### config.mk
export PLATFORM = sky130hd
export DESIGN_NAME = prog_loader_flat
export DESIGN_NICKNAME = d
export VERILOG_FILES = /design/src/rtl/prog_loader_if.sv /design/src/rtl/prog_loader.sv /design/src/flat_wrapper.sv
export SDC_FILE = /design/constraint.sdc
export NUM_CORES = 2
export LEC_CHECK = 0
export CAP_MARGIN = 40
export CORE_ASPECT_RATIO = 0.5
export CORE_UTILIZATION = 55
export DETAILED_ROUTE_END_ITERATION = 7
export GPL_TIMING_DRIVEN = 0
export PLACE_DENSITY_LB_ADDON = 0.05
export REMOVE_ABC_BUFFERS = 1
export SLEW_MARGIN = 40
export SYNTH_ARGS = -nofsm -noshare
export SYNTH_HDL_FRONTEND = slang
export SYNTH_SLANG_ARGS = --single-unit
### constraint.sdc
create_clock -name clk -period 4.85 [get_ports clk]
set_clock_uncertainty 0.2 [all_clocks]
set_input_delay 0.97 -clock clk [delete_from_list [all_inputs] [get_ports clk]]
set_output_delay 0.97 -clock clk [all_outputs]
set_load 0.02 [all_outputs]
### src/rtl/prog_loader_if.sv
// Load-stream interface for prog_loader.
// A producer (master) drives a start pulse with a word count, then streams
// instruction words over a valid/ready handshake. The loader (slave) answers with ld_ready.
// Signals:
//   ld_start  master->slave  one-cycle pulse, begin a load of ld_count words
//   ld_count  master->slave  number of words to load, sampled with ld_start
//   ld_valid  master->slave  ld_data carries a word
//   ld_data   master->slave  instruction word
//   ld_ready  slave->master  loader accepts a word this cycle
//   ld_csum   master->slave  expected XOR of all words, sampled with ld_start
//                            (only when PROG_LOADER_CHECKSUM_EN is defined)
interface prog_loader_if #(
    parameter int unsigned DATA_W = 32,
    parameter int unsigned ADDR_W = 6
);
    logic              ld_start;
    logic [ADDR_W:0]   ld_count;
    logic              ld_valid;
    logic [DATA_W-1:0] ld_data;
    logic              ld_ready;
`ifdef PROG_LOADER_CHECKSUM_EN
    logic [DATA_W-1:0] ld_csum;
`endif

    modport master (
        output ld_start,
        output ld_count,
        output ld_valid,
        output ld_data,
`ifdef PROG_LOADER_CHECKSUM_EN
        output ld_csum,
`endif
        input  ld_ready
    );

    modport slave (
        input  ld_start,
        input  ld_count,
        input  ld_valid,
        input  ld_data,
`ifdef PROG_LOADER_CHECKSUM_EN
        input  ld_csum,
`endif
        output ld_ready
    );
endinterface

### src/rtl/prog_loader.sv
// Program loader and instruction store for the riscv core.
// Accepts a word stream over the ld interface, writes it into an internal instruction
// memory while holding the core in reset, then releases the core and serves fetches.
// Optional feature macro: PROG_LOADER_CHECKSUM_EN (XOR integrity check of the stream).
// Ports:
//   clk        system clock, rising edge
//   reset      synchronous, active-high
//   ld         prog_loader_if.slave load stream (start/count/valid/data/ready[/csum])
//   core_reset reset to the riscv core; high whenever not running
//   done       program loaded and core released
//   err        sticky error (bad count or checksum); cleared only by reset
//   rd_addr    core fetch byte address
//   rd_data    fetched instruction (combinational; 0 beyond the memory)
module prog_loader #(
    parameter int unsigned DATA_W         = 32,
    parameter int unsigned DEPTH          = 64,
    parameter int unsigned ADDR_W         = $clog2(DEPTH),
    parameter int unsigned RELEASE_CYCLES = 4
) (
    input  logic              clk,
    input  logic              reset,
    prog_loader_if.slave      ld,
    output logic              core_reset,
    output logic              done,
    output logic              err,
    input  logic [31:0]       rd_addr,
    output logic [DATA_W-1:0] rd_data
);

    localparam int unsigned HoldW = (RELEASE_CYCLES > 1) ? $clog2(RELEASE_CYCLES) : 1;
    localparam logic [ADDR_W:0] DepthCnt = (ADDR_W + 1)'(DEPTH);
    localparam logic [HoldW-1:0] HoldLast = HoldW'(RELEASE_CYCLES - 1);

    typedef enum logic [1:0] {StIdle, StLoad, StHold, StRun} state_e;

    state_e            state_q;
    logic [ADDR_W-1:0] ptr_q;
    logic [ADDR_W:0]   count_q;
    logic [HoldW-1:0]  hold_q;
    logic              ld_ready_q;
    logic              core_reset_q;
    logic              done_q;
    logic              err_q;
`ifdef PROG_LOADER_CHECKSUM_EN
    logic [DATA_W-1:0] csum_q;
    logic [DATA_W-1:0] xor_q;
    logic [DATA_W-1:0] xor_next;
`endif

    logic [DATA_W-1:0] mem_q [DEPTH];

    logic            count_ok;
    logic            xfer;
    logic            last_xfer;
    logic [ADDR_W:0] count_m1;

    assign count_ok  = (ld.ld_count != '0) && (ld.ld_count <= DepthCnt);
    assign xfer      = (state_q == StLoad) && ld.ld_valid && ld_ready_q;
    assign count_m1  = count_q - 1'b1;
    assign last_xfer = xfer && ({1'b0, ptr_q} == count_m1);
`ifdef PROG_LOADER_CHECKSUM_EN
    assign xor_next  = xor_q ^ ld.ld_data;
`endif

    always_ff @(posedge clk) begin
        if (reset) begin
            state_q      <= StIdle;
            ptr_q        <= '0;
            count_q      <= '0;
            hold_q       <= '0;
            ld_ready_q   <= 1'b0;
            core_reset_q <= 1'b1;
            done_q       <= 1'b0;
            err_q        <= 1'b0;
`ifdef PROG_LOADER_CHECKSUM_EN
            csum_q       <= '0;
            xor_q        <= '0;
`endif
        end else begin
            unique case (state_q)
                StIdle, StRun: begin
                    // A start from RUN is a reload; a bad count never disturbs the state.
                    if (ld.ld_start) begin
                        if (!count_ok) begin
                            err_q <= 1'b1;
                        end else begin
                            count_q      <= ld.ld_count;
                            ptr_q        <= '0;
                            ld_ready_q   <= 1'b1;
                            core_reset_q <= 1'b1;
                            done_q       <= 1'b0;
                            state_q      <= StLoad;
`ifdef PROG_LOADER_CHECKSUM_EN
                            csum_q       <= ld.ld_csum;
                            xor_q        <= '0;
`endif
                        end
                    end
                end
                StLoad: begin
                    if (xfer) begin
                        ptr_q <= ptr_q + 1'b1;
`ifdef PROG_LOADER_CHECKSUM_EN
                        xor_q <= xor_next;
`endif
                        if (last_xfer) begin
                            ld_ready_q <= 1'b0;
                            hold_q     <= '0;
`ifdef PROG_LOADER_CHECKSUM_EN
                            if (xor_next != csum_q) begin
                                err_q   <= 1'b1;
                                state_q <= StIdle;
                            end else begin
                                state_q <= StHold;
                            end
`else
                            state_q    <= StHold;
`endif
                        end
                    end
                end
                StHold: begin
                    if (hold_q == HoldLast) begin
                        core_reset_q <= 1'b0;
                        done_q       <= 1'b1;
                        state_q      <= StRun;
                    end else begin
                        hold_q <= hold_q + 1'b1;
                    end
                end
                default: state_q <= StIdle;
            endcase
        end
    end

    // Instruction memory is not reset; contents survive reset and partial reloads.
    always_ff @(posedge clk) begin
        if (!reset && xfer) begin
            mem_q[ptr_q] <= ld.ld_data;
        end
    end

    // Fetch path: byte address to word index, out-of-range words read as 0.
    logic [29:0] word_idx;
    logic        unused_addr_bits;

    assign word_idx         = rd_addr[31:2];
    assign unused_addr_bits = ^rd_addr[1:0];

    always_comb begin
        rd_data = '0;
        if (word_idx < 30'(DEPTH)) begin
            rd_data = mem_q[word_idx[ADDR_W-1:0]];
        end
    end

    assign ld.ld_ready = ld_ready_q;
    assign core_reset  = core_reset_q;
    assign done        = done_q;
    assign err         = err_q;

endmodule
### src/flat_wrapper.sv
// flat-port wrapper written by rule: the top's interface ports become plain ports
module prog_loader_flat 
#(
    parameter int unsigned DATA_W         = 32,
    parameter int unsigned DEPTH          = 64,
    parameter int unsigned ADDR_W         = $clog2(DEPTH),
    parameter int unsigned RELEASE_CYCLES = 4
)
  (clk, reset, core_reset, done, err, rd_addr, rd_data, ld_ld_start, ld_ld_count, ld_ld_valid, ld_ld_data, ld_ld_ready);
  prog_loader_if #(.DATA_W(DATA_W), .ADDR_W(ADDR_W)) ld_i ();
  input  logic clk;
  input  logic reset;
  output logic core_reset;
  output logic done;
  output logic err;
  input  logic [31:0] rd_addr;
  output logic [DATA_W-1:0] rd_data;
  input wire logic [$bits(ld_i.ld_start)-1:0] ld_ld_start;
  input wire logic [$bits(ld_i.ld_count)-1:0] ld_ld_count;
  input wire logic [$bits(ld_i.ld_valid)-1:0] ld_ld_valid;
  input wire logic [$bits(ld_i.ld_data)-1:0] ld_ld_data;
  output wire logic [$bits(ld_i.ld_ready)-1:0] ld_ld_ready;
  assign ld_i.ld_start = ld_ld_start;
  assign ld_i.ld_count = ld_ld_count;
  assign ld_i.ld_valid = ld_ld_valid;
  assign ld_i.ld_data = ld_ld_data;
  assign ld_ld_ready = ld_i.ld_ready;
  prog_loader #(.DATA_W(DATA_W), .DEPTH(DEPTH), .ADDR_W(ADDR_W), .RELEASE_CYCLES(RELEASE_CYCLES)) u_core (.clk(clk), .reset(reset), .ld(ld_i), .core_reset(core_reset), .done(done), .err(err), .rd_addr(rd_addr), .rd_data(rd_data));
endmodule
# Word level (Yosys, flattened, before mapping)
# Memory sizes are Yosys's and may differ from the RTL's.
# Cells that the tools add are included.
# totals
mem_count	1
ramBits	2048
output_inout_bits	36
register_bits	21
inputBits	75
# mem_list
name	depth	word_bits	read_ports	rd_clocked_by_memory_dff	write_ports	line	rtl
u_core.mem_q	64	32	1	0	1	prog_loader.sv:50	logic [DATA_W-1:0] mem_q [DEPTH];
# classes
reduce_logical	19
add_sub_neg	3
muxes	28
n_lt_le_gt_ge	2
n_eq_ne	11
bitwise_logic	1
# op_table
operator	count
$mux W32	1
$lt A30 B7 Y1 const B	1
$mux W6	3
$mux W2	8
$pmux W6 S2	1
$reduce_and A4 Y1	3
$mux W1	10
$reduce_and A5 Y1	2
$ne A2 B1 Y1 const B	4
$eq A6 B7 Y1	1
$le A7 B7 Y1 const B	1
$reduce_bool A7 Y1	1
$sub A7 B1 Y7 const B	1
$add A6 B1 Y6 const B	1
$eq A2 B2 Y1 const B	3
$pmux W1 S2	3
$pmux W2 S3	1
$reduce_and A3 Y1	2
$reduce_bool A2 Y1	3
$logic_and A1 B1 Y1	5
$ne A2 B2 Y1 const B	2
$pmux W2 S2	1
$add A2 B1 Y2 const B	1
$eq A2 B1 Y1 const B	1
4 further kinds	4

# Depth between registers and ports, before layout
# depth
ltp_word	7
ltp_mapped	12
mapped_depth_nobuf	8

# Worst setup path after synthesis
# Ideal clock, no wire load.
# synth_path
path_kind	input -> output
from	input port rd_addr[4]
to	output port rd_data[30]
path_slack_ns	0.581
arrival_time_ns	3.099
n_path_buf	5
cell_stages	7
path_cell_list	buf_2 > buf_2 > buf_2 > buf_2 > clkbuf_1 > a2111oi_0 > o41ai_1
# synth_via
elab_chain_len	2
elab_cells_between_ends	3
# synth_lines
element	line	rtl
start, declared	flat_wrapper.sv:16	input logic [31:0] rd_addr;
$lt A30 B7 Y1 / $mem_v2 Z64 W32 (equally long branches)	-	
$mux W32 (*)	prog_loader.sv:152	if (word_idx < 30'(DEPTH)) begin
end, declared	flat_wrapper.sv:17	output logic [DATA_W-1:0] rd_data;
# Mark *: on every way between the ends. The rest lies on a longest branch, timed or not.

# Worst setup path in the final report
# layout_path
from	input port rd_addr[2]
to	output port rd_data[14]
# Same word-level chain as after synthesis.

==> run_results.csv <==
group,metric,value,unit
setup_path,r2r_cells,8,
synth,yosys_warnings,0,
clock_network,numCtsBuffers,176,
setup_path,reg2reg_from,"u_core.state_q[1]",
setup_path,end_kind,"primary output",
grt,grt_max_degree,65,
setup_path,crit_fanout,16,
detailed_routing,drtPass1Iterations,5,
pwr,power.internal,28.2,mW
clock_network,htree_levels,4,
synth,syn_inst,3379,
floorplanning,start_util,0.555,
setup_path,path_class,"in2out",
setup_path,crit_family,"multiplexers",
placement,dp_slack,-1970,ps
pwr,p_per_area,372,nW/µm²
timing,drv_slew,0,
placement,gp_congestion,0.775,
setup_path,rr_endpoint,"u_core.mem_q[51][4]",
clock_network,cts.path.max_buffers,3,
detailed_routing,antenna_left,0,
synth,synth.avg_cell_area,23.5,µm²
outcome,violations,"negative setup slack",
hold_path,hold_end,"u_core.mem_q[20][18]",
floorplanning,ios,111,
synth,synth-seq-cells,2069,
detailed_routing,route.detailed.drc,0,
clock_network,clk_latency,790,ps
pwr,p_clk_frac,0.391,
synth,async_flop_share,0,
final_layout,area_growth,21.4,%
detailed_routing,wl_per_cell,38.7,µm
final_layout,mostFrequentLayoutCells,"edfxtp_1, mux4_2, clkbuf_16",
hold_path,hold_path.startpoint,"ld_ld_data[18]",
setup_path,cpPeakStageDelay,530,ps
clock_network,cts.sinks,2069,
synth,synth_edf_count,2048,
placement,place_hpwl,138000,µm
setup_path,path_cells,"buf_16 -> buf_16 -> buf_12 -> buf_12 -> buf_16 -> mux4_2 -> mux4_2 -> a22o_4 -> a221o_2 -> buf_6",
clock_network,cts_tree,"yes",
timing,worstMarginPinSlew,890,ps
setup_path,start_kind,"primary input",
setup_path,arrival,3740,ps
grt,track_usage,0.315,
pwr,p_seq_frac,0.549,
detailed_routing,num_vias,40432,
timing,fmax,0.204,GHz
floorplanning,rows,98,
hold_path,min_path_cells,1,
final_layout,nets,3977,
grt,antenna_found_initial,15,
final_layout,drive_gt1_frac,0.357,
detailed_routing,drtIter0Drc,6031,
placement,portBuffers,108,
timing,finalCriticalPeriod,4910,ps
pwr,peakVddDrop,279,µV
timing,setup_viol,3,
setup_path,crit_path_frequent_cell,"buf_16",
clock_network,root_buffer,"clkbuf_16",
synth,synth_ff_type,"edfxtp_1",
timing,hold_viol_final,0,
outcome,outcome,"finished, violations left",
timing,fin_tns_setup,-90.1,ps
floorplanning,core-area,143000,µm²
pwr,p_sw_frac,0.213,
timing,slew_headroom,0.405,
grt,grt_pass1_vias,39341,
setup_path,crit_slowest_cell,"mux4_2",
timing,fin_crit_sh,1.01,
detailed_routing,vias_per_cell,6.82,
floorplanning,die_h,271,µm
pwr,p_leak,30.8,nW
pwr,switchingPower,7.65,mW
flow_run,drv_cap,0,
synth,mappedNetlistArea,79500,µm²
clock_network,postCtsHoldBufs,0,
pwr,power_frac_comb,0.061,
setup_path,cp.buffers_inverters,6,
clock_network,clkTransAtPathRegs,70,ps
timing,setup_slack,-56.7,ps
setup_path,required,3680,ps
synth,ys_seq_area_frac,0.779,
floorplanning,die_area,146000,µm²
timing,rsz0062_at_grt,"true",
grt,grt_pass1_wl,312000,µm
final_layout,fillCellCount,8810,
setup_path,r2r_setup_slack,1040,ps
grt,grt-ovfl-total,0,
final_layout,mostFrequentLayoutCell,"edfxtp_1",
floorplanning,die_w,540,µm
detailed_routing,wl,229000,µm
hold_path,hold_path_class,"in2reg",
synth,synthDistinctLibCells,59,
## worst register-to-register path, delay by kind of cell (launching register included)
family | cells | cell delay [ps]
simple gates | 4 | 2180
buf+inv | 3 | 490
flops | 1 | 310
fa+ha+maj | 1 | 310
## cells by family (layout without fill, tap and decap cells)
| logic type | Yosys count | count (layout) | synth area share |
|---|---|---|---|
| flops | 2069 | 2069 | 0.779 |
| mux | 666 | 666 | 0.173 |
| simple gates | 233 | 233 | 0.0136 |
| compound gates | 208 | 208 | 0.0187 |
| buf+inv | 190 | 839 | 0.0139 |
| xor+xnor | 7 | 7 | 0.000771 |
| fa+ha+maj | 6 | 6 | 0.000944 |
| other cells | 0 | 2 | 0 |
## through the flow
stage / hold slack, ps / cells / area [µm²] / total power, mW / util
floorplan: 252 / 3200 / 78500 / 20.9 / -
global placement: 286 / 5208 / 81900 / 23.4 / 0.572
detailed placement: 298 / 5465 / 87800 / 21.9 / 0.613
CTS: 146 / 5887 / 95900 / 35.9 / 0.670
global route: 177 / 5929 / 96500 / 36.7 / 0.674
finish: 196 / 5930 / 96500 / 35.9 / 0.674
## metal layers
layer / share of wire / wire (µm) / vias up / global-route usage
met5: 0.00048 / 110 / - / 0
met4: 0.025 / 5740 / 8 / 0.0817
met3: 0.14 / 31500 / 356 / 0.123
met2: 0.43 / 97800 / 2493 / 0.432
met1: 0.41 / 94100 / 21902 / 0.477
li1: - / - / 15673 / -
## worst max path at each step
stage                   to  depth (start not counted)  slack (ps)        start
2_1_floorplan  rd_data[14]                          4        -340   rd_addr[5]
3_3_place_gp   rd_data[21]                          8      -36170   rd_addr[2]
3_5_place_dp   rd_data[14]                         13       -1970  rd_addr[10]
6_report       rd_data[14]                         10         -60   rd_addr[2]
4_1_cts         rd_data[9]                          9         -90   rd_addr[2]
5_1_grt        rd_data[12]                         14        -120  rd_addr[31]
## timing repair
item	CTS	global route
setup endpoints to repair	32	28
gates cloned	45	6
resized for setup	269	60
pin swaps	34	22
buffers inserted	68	34
## power groups by stage
| stage | Clock [mW] | Combinational, mW | Sequential [mW] |
|---|---|---|---|
| finish | 14.0 | 2.18 | 19.7 |
| global route | 14.8 | 2.28 | 19.7 |
| CTS | 14.1 | 2.12 | 19.7 |
| detailed placement | 0 | 1.83 | 20.1 |
| global placement | 0 | 3.27 | 20.1 |
| floorplan | 0 | 0.814 | 20.1 |
## state kept, by name (all words and copies together) (netlist names)
register	cells
u_core.ld.ld_ready	1
u_core.core_reset	1
u_core.err	1
u_core.hold_q	2
u_core.state_q	2
u_core.mem_q	2048
u_core.done	1
u_core.ptr_q	6
u_core.count_q	7
## cell type report
type	instances	area, µm²	area share
flip-flops and latches	2069	61900	0.642
multi-input cells	1120	17600	0.183
repair buffers	517	8980	0.0930
clock buffers	228	4660	0.0483
well taps	1900	2380	0.0246
clock inverters	82	856	0.00887
inverters	11	87.6	0.000907
repair inverters	1	8.76	0.0000907
diodes	2	5.00	0.0000519
## cells in the mapped netlist (8+ instances only)
master       n  area, µm²
a211oi_1     9       67.6
a21oi_1     33        165
a221o_1     16        160
a221oi_1    37        324
a22o_1      11       96.3
a22oi_1     21        158
buf_1        8       30.0
buf_2       54        270
buf_4       13       97.6
buf_6       21        236
buf_8        9        135
clkbuf_1    73        274
dfxtp_1     21        420
edfxtp_1  2048      61500
inv_1        9       33.8
mux2i_1     95        951
mux4_2     569      12800
nand2_1     42        158
nand3_1     26        130
nor2_1      97        364
nor2b_1     12       75.1
nor3_1      16       80.1
nor4_1       9       56.3
o21ai_0     34        170
o21ai_1     10       50.1
No activity file was read; power rests on OpenSTA's default activity.
